File: config.mk
export PLATFORM = sky130hd
export DESIGN_NAME = coin_change_dispenser
export DESIGN_NICKNAME = d
export VERILOG_FILES = /design/src/rtl/coin_change_dispenser.sv
export SDC_FILE = /design/constraint.sdc
export NUM_CORES = 1
export LEC_CHECK = 0
export BUFFER_PORTS_ARGS = -buffer_cell sky130_fd_sc_hd__buf_2
export CAP_MARGIN = 15
export CORE_MARGIN = 3
export CORE_UTILIZATION = 30
export CTS_CLUSTER_DIAMETER = 150
export DETAILED_ROUTE_END_ITERATION = 10
export PLACE_DENSITY = 0.44
export SKIP_LAST_GASP = 1
export SLEW_MARGIN = 10
export SYNTH_ARGS = -nofsm -noshare
export SYNTH_HDL_FRONTEND = slang
export SYNTH_SLANG_ARGS = --single-unit
export TNS_END_PERCENT = 100
File: constraint.sdc
create_clock -name clock -period 7.9 [get_ports clock]
set_input_delay 1.975 -clock clock [delete_from_list [all_inputs] [get_ports clock]]
set_output_delay 1.975 -clock clock [all_outputs]
set_load 0.05 [all_outputs]
File: src/rtl/coin_change_dispenser.sv
// Coin change dispenser: pays a change amount as individual coin ejects using a
// greedy largest-coin-first policy, with a per-denomination inventory, an idle-only
// refill port and shortfall reporting when the inventory cannot cover the amount.
// Every output is a registered image of the state just left, so coin_eject, done
// and the short flags appear one cycle after the corresponding state is entered.

module coin_change_dispenser #(
  parameter int unsigned INIT_COUNT = 15,
  parameter int unsigned EJECT_GAP  = 2
) (
  input  logic       clock,
  input  logic       rst,
  input  logic       change_valid,
  input  logic [7:0] change_amount,
  input  logic       refill_en,
  input  logic [2:0] refill_code,
  input  logic [7:0] refill_qty,
  output logic       busy,
  output logic       coin_eject,
  output logic [2:0] coin_code,
  output logic       done,
  output logic       short_err,
  output logic [7:0] shortfall,
  output logic [5:0] coin_empty
);

  typedef enum logic [2:0] {
    StIdle,
    StSelect,
    StEject,
    StGap,
    StDone
  } state_e;

  localparam logic [7:0] InitCnt   = 8'(INIT_COUNT);
  localparam logic [3:0] GapLast   = 4'(EJECT_GAP - 1);
  localparam bit         HasGap    = (EJECT_GAP > 0);
  localparam logic [5:0] EmptyInit = (INIT_COUNT == 0) ? 6'h3f : 6'h00;

  function automatic logic [7:0] coin_value(input logic [2:0] code);
    logic [7:0] v;
    case (code)
      3'd0:    v = 8'd50;
      3'd1:    v = 8'd20;
      3'd2:    v = 8'd10;
      3'd3:    v = 8'd5;
      3'd4:    v = 8'd2;
      3'd5:    v = 8'd1;
      default: v = 8'd0;
    endcase
    return v;
  endfunction

  state_e     state_q, state_d;
  logic [7:0] remaining_q, remaining_d;
  logic [2:0] sel_q, sel_d;
  logic [3:0] gap_q, gap_d;
  logic [7:0] count_q [6];
  logic [7:0] count_d [6];

  logic       busy_d, coin_eject_d, done_d, short_err_d;
  logic [2:0] coin_code_d;
  logic [7:0] shortfall_d;
  logic [5:0] coin_empty_d;

  logic       pick_found;
  logic [2:0] pick_code;
  logic [8:0] refill_sum;

  // Greedy pick: lowest code (largest value) that fits the remainder and is in stock.
  always_comb begin
    pick_found = 1'b0;
    pick_code  = 3'd0;
    for (int i = 5; i >= 0; i--) begin
      if ((count_q[i] != 8'd0) && (coin_value(3'(i)) <= remaining_q)) begin
        pick_found = 1'b1;
        pick_code  = 3'(i);
      end
    end
  end

  // Next-state, inventory and registered-output computation.
  always_comb begin
    state_d      = state_q;
    remaining_d  = remaining_q;
    sel_d        = sel_q;
    gap_d        = gap_q;
    count_d      = count_q;
    short_err_d  = short_err;
    shortfall_d  = shortfall;
    refill_sum   = 9'd0;
    coin_empty_d = 6'd0;

    unique case (state_q)
      StIdle: begin
        // Refill is applied first so a same-edge request sees the new count.
        if (refill_en && (refill_code <= 3'd5)) begin
          refill_sum             = {1'b0, count_q[refill_code]} + {1'b0, refill_qty};
          count_d[refill_code]   = refill_sum[8] ? 8'hff : refill_sum[7:0];
        end
        if (change_valid) begin
          remaining_d = change_amount;
          short_err_d = 1'b0;
          shortfall_d = 8'd0;
          state_d     = (change_amount == 8'd0) ? StDone : StSelect;
        end
      end
      StSelect: begin
        if (pick_found) begin
          sel_d   = pick_code;
          state_d = StEject;
        end else begin
          state_d = StDone;
        end
      end
      StEject: begin
        count_d[sel_q] = count_q[sel_q] - 8'd1;
        remaining_d    = remaining_q - coin_value(sel_q);
        gap_d          = 4'd0;
        if (remaining_d == 8'd0) begin
          state_d = StDone;
        end else if (HasGap) begin
          state_d = StGap;
        end else begin
          state_d = StSelect;
        end
      end
      StGap: begin
        if (gap_q == GapLast) begin
          state_d = StSelect;
        end else begin
          gap_d = gap_q + 4'd1;
        end
      end
      StDone: begin
        // Whatever is left unpaid at this point is the shortfall.
        short_err_d = (remaining_q != 8'd0);
        shortfall_d = remaining_q;
        state_d     = StIdle;
      end
      default: state_d = StIdle;
    endcase

    for (int i = 0; i < 6; i++) begin
      coin_empty_d[i] = (count_d[i] == 8'd0);
    end

    coin_eject_d = (state_q == StEject);
    coin_code_d  = (state_q == StEject) ? sel_q : coin_code;
    done_d       = (state_q == StDone);
    // Busy covers the done pulse as well.
    busy_d       = (state_d != StIdle) || (state_q == StDone);
  end

  // State, inventory and output registers.
  always_ff @(posedge clock or negedge rst) begin
    if (!rst) begin
      state_q     <= StIdle;
      remaining_q <= 8'd0;
      sel_q       <= 3'd0;
      gap_q       <= 4'd0;
      for (int i = 0; i < 6; i++) begin
        count_q[i] <= InitCnt;
      end
      busy        <= 1'b0;
      coin_eject  <= 1'b0;
      coin_code   <= 3'd0;
      done        <= 1'b0;
      short_err   <= 1'b0;
      shortfall   <= 8'd0;
      coin_empty  <= EmptyInit;
    end else begin
      state_q     <= state_d;
      remaining_q <= remaining_d;
      sel_q       <= sel_d;
      gap_q       <= gap_d;
      count_q     <= count_d;
      busy        <= busy_d;
      coin_eject  <= coin_eject_d;
      coin_code   <= coin_code_d;
      done        <= done_d;
      short_err   <= short_err_d;
      shortfall   <= shortfall_d;
      coin_empty  <= coin_empty_d;
    end
  end

endmodule

==> results of run 1 <==
cell usage after synthesis (11+ instances only):
cell type,instances,area [um^2]
sky130_fd_sc_hd__a31oi_1,15,93.8
sky130_fd_sc_hd__dfrtp_1,63,1580
sky130_fd_sc_hd__a21oi_1,30,150
sky130_fd_sc_hd__inv_1,28,105
sky130_fd_sc_hd__clkbuf_1,27,101
sky130_fd_sc_hd__nand3_1,21,105
sky130_fd_sc_hd__ha_1,17,213
sky130_fd_sc_hd__dfstp_2,24,631
sky130_fd_sc_hd__a22oi_1,15,113
sky130_fd_sc_hd__nor4_1,22,138
sky130_fd_sc_hd__nor2_1,53,199
sky130_fd_sc_hd__o22ai_1,17,106
sky130_fd_sc_hd__nor3_1,11,55.1
sky130_fd_sc_hd__o21ai_0,54,270
sky130_fd_sc_hd__mux2i_1,34,340
sky130_fd_sc_hd__nand2_1,81,304
power groups by stage:
stage / Clock, mW / Sequential (mW) / Combinational (mW)
after CTS: 0.440 / 0.930 / 2.03
final: 0.431 / 0.942 / 2.09
after global routing: 0.463 / 0.959 / 2.23
after floorplan: 0 / 0.850 / 1.34
after detailed placement: 0 / 0.937 / 2.01
after global placement: 0 / 0.951 / 2.02
routing by layer:
metal | wire (um) | vias to the layer above | track usage, %
li1 | - | 2916 | -
met3 | 2230 | 58 | 6.14
met1 | 11500 | 3200 | 30.9
met4 | 811 | 0 | 7.30
met2 | 11500 | 328 | 32.4
met5 | 0 | - | 0
final cells by class:
type                       instances  area, um^2
clock buffer                       9         225
clock inverter                     7        70.1
fill                            2207       13900
inverter                          30         113
multi-input combinational        591        4040
sequential                        87        2210
tap                              275         344
timing repair buffer              54         298
cells by family (layout without fill, tap and decap cells):
| family | Yosys count | in the layout | share of synthesized area (%) |
|---|---|---|---|
| buf+inv | 68 | 100 | 4.17 |
| flops | 87 | 87 | 33.9 |
| mux | 53 | 53 | 9.79 |
| simple gates | 277 | 277 | 22.3 |
| xor+xnor | 13 | 13 | 1.75 |
| fa+ha+maj | 19 | 19 | 3.89 |
| compound gates | 229 | 229 | 24.1 |
flip-flops by register name, indices dropped and copies added, names as in the netlist:
| signal | flops |
|---|---|
| count_q | 48 |
| remaining_q | 8 |
| shortfall | 8 |
| coin_empty | 6 |
| gap_q | 4 |
| coin_code | 3 |
| sel_q | 3 |
| state_q | 3 |
| busy | 1 |
| coin_eject | 1 |
| done | 1 |
| short_err | 1 |
worst max-delay path, stage by stage:
cell and delay, ns:
sky130_fd_sc_hd__buf_2 0.55, sky130_fd_sc_hd__mux2_2 0.41, sky130_fd_sc_hd__a22oi_1 0.14, sky130_fd_sc_hd__o22ai_1 0.12
sky130_fd_sc_hd__ha_1 0.25, sky130_fd_sc_hd__fa_1 0.43, sky130_fd_sc_hd__a21o_1 0.21, sky130_fd_sc_hd__and4_1 0.22
sky130_fd_sc_hd__o21a_1 0.29, sky130_fd_sc_hd__nor2_1 0.74, sky130_fd_sc_hd__o21ai_0 0.29, sky130_fd_sc_hd__or4_1 0.54
sky130_fd_sc_hd__nor4_1 0.26
cell usage in the layout (no fill, tap or decap), types with 8 or more instances in the layout:
| master | count |
|---|---|
| sky130_fd_sc_hd__or3_1 | 8 |
| sky130_fd_sc_hd__nand2_1 | 81 |
| sky130_fd_sc_hd__nor2b_1 | 9 |
| sky130_fd_sc_hd__buf_2 | 42 |
| sky130_fd_sc_hd__nand2b_1 | 10 |
| sky130_fd_sc_hd__dfstp_2 | 24 |
| sky130_fd_sc_hd__dfrtp_1 | 63 |
| sky130_fd_sc_hd__o22ai_1 | 17 |
| sky130_fd_sc_hd__mux2i_1 | 34 |
| sky130_fd_sc_hd__clkbuf_16 | 9 |
| sky130_fd_sc_hd__and3_1 | 10 |
| sky130_fd_sc_hd__mux2_2 | 10 |
| sky130_fd_sc_hd__nor4_1 | 22 |
| sky130_fd_sc_hd__a21o_1 | 10 |
| sky130_fd_sc_hd__o21ai_0 | 54 |
| sky130_fd_sc_hd__ha_1 | 17 |
| sky130_fd_sc_hd__o221ai_1 | 8 |
| sky130_fd_sc_hd__a22oi_1 | 15 |
| sky130_fd_sc_hd__nor3_1 | 10 |
| sky130_fd_sc_hd__buf_4 | 11 |
| sky130_fd_sc_hd__inv_1 | 28 |
| sky130_fd_sc_hd__a31oi_1 | 15 |
| sky130_fd_sc_hd__nor2_1 | 53 |
| sky130_fd_sc_hd__nand3_1 | 21 |
| sky130_fd_sc_hd__a21oi_1 | 30 |
worst max path at each step:
stage                   start            end  slack (ns)  cells past startpoint
2_1_floorplan  refill_code[0]  coin_empty[0]        2.06                     13
3_3_place_gp   refill_code[0]  coin_empty[1]        1.59                     13
3_5_place_dp   refill_code[0]  coin_empty[2]        1.41                     13
4_1_cts        refill_code[0]  coin_empty[2]        1.73                     13
5_1_grt        refill_code[0]  coin_empty[2]        1.48                     13
6_report       refill_code[0]  coin_empty[2]        1.69                     13
==> qor.txt, run 1 <==
Share of power burned in the clock network: 12.5%
Buffers from clock root to sink, at most: 2
Run status: finished clean
Startpoint Class: input pin
Worst setup margin: 1.69 ns
Vias in the first global route: 6,355
CP Max Fanout: 32
Number of violations of the max-capacitance limit: 0
Clk Latency, worst-skew pair: 0.36 ns
Dominant register cell in the synthesized netlist: sky130_fd_sc_hd__dfrtp_1
Final hold viol count: 0
#FFs+latches synth: 87
Worst hold-check slack: 0.486 ns
Worst Setup End Kind: register
Global-route wire length before repair: 39,800 um
Power density normalized to cell area: 475 nW/um^2
Number of levels the H-tree was split into: 3
Switching fraction of total power: 54.5%
Part of the total power dissipated in sequential elements: 27.2%
Via count: 6,502
DRC violation count after routing: 0
Ports: 44
Floorplan Core Area: 21,200 um^2
Violation count after the first detailed-routing iteration: 848
Crit path kind: input pin to register
Initial antenna violation count: 0
WP data arrival: 6.46 ns
Die footprint: 23,500 um^2
Relative max-transition margin: 24.6%
Post-CTS repair timing setup buffer count: 0
Worst-case reg-to-reg path depth: 10
Die height: 153 um
RSZ-0062 raised after global routing: no
Final Instance Area: 7290 um^2
Worst slack after detailed placement: 1.41 ns
Peak clock frequency supported by timing: 161 MHz
Clock Sink Count: 87
Count of buffers inserted at the top-level ports: 43
Required time reported for the critical path endpoint: 8.14 ns
Share of post-route cells with drive strength above 1: 16.8%
Final weighted congestion of routability-driven global placement: 0.972
Post-Synthesis Net Count: 788
Post-route non-filler standard cell count: 1,053
Internal power of the cells: 1.58 mW
Largest clock skew in the final design: 0.0134 ns
Net count reported at finish: 815
Final critical-path share of the clock period: 78.7%
Utilization after layout: 34.5%
Sw Pwr: 1.89 mW
Count of placed standard cells including taps: 1,036
Yosys warning count: 0
Overall track demand over capacity in global routing: 21.9%
Post-DP HPWL: 19,300 um
Post-DP Area: 6990 um^2
Overall power of the completed layout: 3.46 mW
Destination of the worst hold path: coin_code[2]
Number of CTS-inserted buffers: 9
Hold Path Cell Cnt: 2
Width of the chip: 153 um
Fraction of registers with async set/reset: 100%
Capture instance of the worst register-to-register path: coin_empty[3]
Launch point of the worst reg-to-reg path: sel_q[0]
Hold_sp: coin_code[2]
Buffer type at the clock tree root: sky130_fd_sc_hd__clkbuf_16
Setup TNS Final: 0 ns
Transition time of the tightest slew-check pin: 1.13 ns
Part of the power in combinational logic: 60.3%
Pre-antenna DRT Iters: 5
Count of different cell masters after synthesis: 79
Routed length per instance: 24.8 um
Via density: 6.17
Number of buffers added to fix hold violations after cts: 0
Gate count of the mapped netlist: 746
Initial Utilization: 30.7%
Residual overflow from global routing: 0
Max Slew Vio Count: 0
Clock input transition at the sequential cells of the worst setup and hold paths: 0.07 ns
N_diodes: 0
Final setup viols: 0
Post-cts repair resize count: 0
Antenna-violating nets left: 0
Std-Cell Rows: 53
Summed instance area of the synthesized netlist: 6500 um^2
Worst vdd rail ir drop: 0.000142 V
Area growth from synthesis to layout: 12.1%
Tmin final: 6.21 ns
Clock tree from TritonCTS: yes
Leakage power: 3.01 nW
Wire length after detailed routing: 26,100 um
Worst hold path type: register to register
Count of flip-flops with a built-in enable after synthesis: 0
Portion of the post-synthesis area used by sequential elements: 33.9%
Average cell area after synthesis: 8.72 um^2
Pin count of the biggest net entering global routing: 54
Reg2Reg Setup Slack: 3.07 ns
Note: power is estimated with default switching activity, not from simulation.
==> inputs of run 2 (changes only) <==
- clock period: 7.9 -> 6.33 ns (I/O delays scaled with it)
==> run 2 against run 1 <==
  * Setup slack worse by 0.63 ns
  * Non-clock buffer count rose by 6
  * Count of clock-buffer cells in the layout unchanged
  * Via count increased by 1.6%
  * Critical path depth fell by 1
  * Routed wire length up 2.2%
  * Die area is the same
  * Largest cell class unchanged
==> qor.txt, run 2 (synthesis results as in run 1) <==
Run status: finished clean
Global-route wire length before repair: 40,300 um (+1.4%)
Number of violations of the max-capacitance limit: 0 (unchanged)
Reg2Reg Setup Slack: 1.50 ns (-1.57 ns)
Register area: 2210 um^2 (unchanged)
Hold_sp: coin_code[2]
Number of buffers added to fix hold violations after cts: 0 (unchanged)
Overall track demand over capacity in global routing: 22.2% (+0.29 points)
Worst-case reg-to-reg path depth: 10 (unchanged)
Worst slack after detailed placement: 0.795 ns (-0.611 ns)
Wire length after detailed routing: 26,700 um (+2.2%)
Die footprint: 23,500 um^2 (unchanged)
Utilization after layout: 34.7% (+0.18 points)
Overall power of the completed layout: 4.35 mW (+26%)
Flip-flop count of the largest register after layout: 48 (unchanged)
Largest clock skew in the final design: 0.0107 ns (-0.00272 ns)
Final weighted congestion of routability-driven global placement: 0.951 (-2.1%)
WP data arrival: 5.53 ns (-0.93 ns)
Number of CTS-inserted buffers: 9 (unchanged)
Width of the chip: 153 um (unchanged)
Residual overflow from global routing: 0 (unchanged)
Final critical-path share of the clock period: 83.3%
Peak clock frequency supported by timing: 190 MHz
Std-Cell Rows: 53 (unchanged)
Initial antenna violation count: 0 (unchanged)
Worst setup margin: 1.06 ns (-0.628 ns)
Post-cts repair resize count: 0 (unchanged)
Setup TNS Final: 0 ns (unchanged)
Switching fraction of total power: 54.4% (-0.11 points)
Buffer type at the clock tree root: sky130_fd_sc_hd__clkbuf_16
Combined area of the multi-input logic cells: 4030 um^2 (-0.15%)
Die height: 153 um (unchanged)
Clk Latency, worst-skew pair: 0.35 ns (about the same)
Startpoint Class: input pin
Post-CTS repair timing setup buffer count: 0 (unchanged)
DRC violation count after routing: 0 (unchanged)
Net count reported at finish: 821 (+0.74%)
Launch point of the worst reg-to-reg path: sel_q[1]
CP Max Fanout: 23 (-28%)
Area growth from synthesis to layout: 12.7%
Count of buffers inserted at the top-level ports: 43 (unchanged)
Final-layout fill cell count: 2,164 (-1.9%)
N_diodes: 0 (unchanged)
Max Slew Vio Count: 0 (unchanged)
Tmin final: 5.27 ns
Most frequent standard cell in the layout excluding fill and tap cells: sky130_fd_sc_hd__nand2_1
Pre-antenna DRT Iters: 6 (+1)
Pin count of the biggest net entering global routing: 54 (unchanged)
Violation count after the first detailed-routing iteration: 746 (-12%)
Part of the total power dissipated in sequential elements: 27.6% (+0.4 points)
Final hold viol count: 0 (unchanged)
Antenna-violating nets left: 0 (unchanged)
Routed length per instance: 25.2 um (+1.7%)
Worst hold path type: register to register
Via density: 6.24 (+1.1%)
Worst Setup End Kind: register
RSZ-0062 raised after global routing: no
Largest reg by FF count: count_q
Clock tree from TritonCTS: yes
Capture instance of the worst register-to-register path: coin_empty[1]
Internal power of the cells: 1.99 mW (+26%)
Initial Utilization: 30.7% (unchanged)
Number of levels the H-tree was split into: 3 (unchanged)
Commonest cells after routing, fill and taps aside: sky130_fd_sc_hd__nand2_1 (81), sky130_fd_sc_hd__dfrtp_1 (63), sky130_fd_sc_hd__o21ai_0 (54)
Post-DP HPWL: 19,700 um (+1.8%)
Sw Pwr: 2.37 mW (+25%)
Part of the power in combinational logic: 60.4% (about the same)
Final setup viols: 0 (unchanged)
Leakage power: 3.03 nW (+0.96%)
Clock Sink Count: 87 (unchanged)
Worst vdd rail ir drop: 0.000221 V (+56%)
Destination of the worst hold path: coin_code[2]
Regs by FF count: count_q x48, remaining_q x8, shortfall x8
Floorplan Core Area: 21,200 um^2 (unchanged)
Vias in the first global route: 6,381 (+0.41%)
Required time reported for the critical path endpoint: 6.59 ns (-1.55 ns)
Relative max-transition margin: 27.8% (+3.2 points)
Power density normalized to cell area: 594 nW/um^2 (+25%)
Clock input transition at the sequential cells of the worst setup and hold paths: 0.07 ns (about the same)
Share of post-route cells with drive strength above 1: 17.3% (+0.51 points)
Transition time of the tightest slew-check pin: 1.08 ns (-0.0553 ns)
Hold Path Cell Cnt: 2 (unchanged)
Buffers from clock root to sink, at most: 2 (unchanged)
Ports: 44 (unchanged)
Via count: 6,608 (+1.6%)
Crit path kind: input pin to register
Share of power burned in the clock network: 12.1% (-0.4 points)
run 2: cell count changes in the layout (fill, tap and decap cells not counted):
cell / previous run / this run
sky130_fd_sc_hd__buf_4: 11 / 18
sky130_fd_sc_hd__clkinv_2: 0 / 1
sky130_fd_sc_hd__nor4bb_1: 1 / 2
sky130_fd_sc_hd__clkbuf_2: 1 / 0
sky130_fd_sc_hd__clkinv_4: 1 / 2
sky130_fd_sc_hd__nor4bb_2: 1 / 0
sky130_fd_sc_hd__inv_6: 3 / 1
run 2: worst max-delay path, cell delays in order:
cell                       delay (ns)
sky130_fd_sc_hd__buf_2           0.39
sky130_fd_sc_hd__mux2_2          0.39
sky130_fd_sc_hd__a22oi_1         0.23
sky130_fd_sc_hd__o221ai_1        0.15
sky130_fd_sc_hd__ha_1            0.37
sky130_fd_sc_hd__a21o_1          0.20
sky130_fd_sc_hd__a2111o_1        0.45
sky130_fd_sc_hd__o21a_1          0.31
sky130_fd_sc_hd__nor2_1          0.45
sky130_fd_sc_hd__o221ai_1        0.24
sky130_fd_sc_hd__or4_1           0.53
sky130_fd_sc_hd__nor4_2          0.22
run 2: area by class of cell:
class                   count  share of cell area (%)
clock buffers               9                    3.07
clock inverters             7                   0.905
repair buffers             60                    4.71
inverters                  30                    1.54
multi-input cells         591                    55.0
well taps                 275                    4.69
flip-flops and latches     87                    30.1
run 2: power by group through the flow:
stage | registers (mW) | clock network (mW) | logic (mW)
after floorplan | 1.06 | 0 | 1.67
after global placement | 1.20 | 0 | 2.56
after detailed placement | 1.19 | 0 | 2.55
after CTS | 1.18 | 0.541 | 2.56
after global routing | 1.21 | 0.569 | 2.81
final | 1.20 | 0.526 | 2.63
run 2: routing by layer:
metal	vias up	wire (um)	global-route usage, %
met2	379	11800	33.3
li1	2936	-	-
met3	61	2310	4.42
met5	-	0	0
met4	0	823	8.40
met1	3232	11800	31.6
run 2: worst max-delay path by stage:
| stage | from | to | slack, ns |
|---|---|---|---|
| finish | refill_code[1] | coin_empty[0] | 1.06 |
| global route | refill_code[1] | coin_empty[1] | 0.86 |
| CTS | refill_code[1] | coin_empty[0] | 1.12 |
| detailed placement | refill_code[1] | coin_empty[0] | 0.79 |
| global placement | refill_code[0] | coin_empty[1] | 0.82 |
| floorplan | refill_code[0] | coin_empty[0] | 0.88 |
run 2: per-stage QoR:
step	hold slack, ns	instance area, um^2	instances
floorplan	0.494	6500	746
finish	0.488	7330	1059
global route	0.524	7330	1059
CTS	0.488	7330	1059
detailed placement	0.471	7040	1043
global placement	0.469	7040	1043
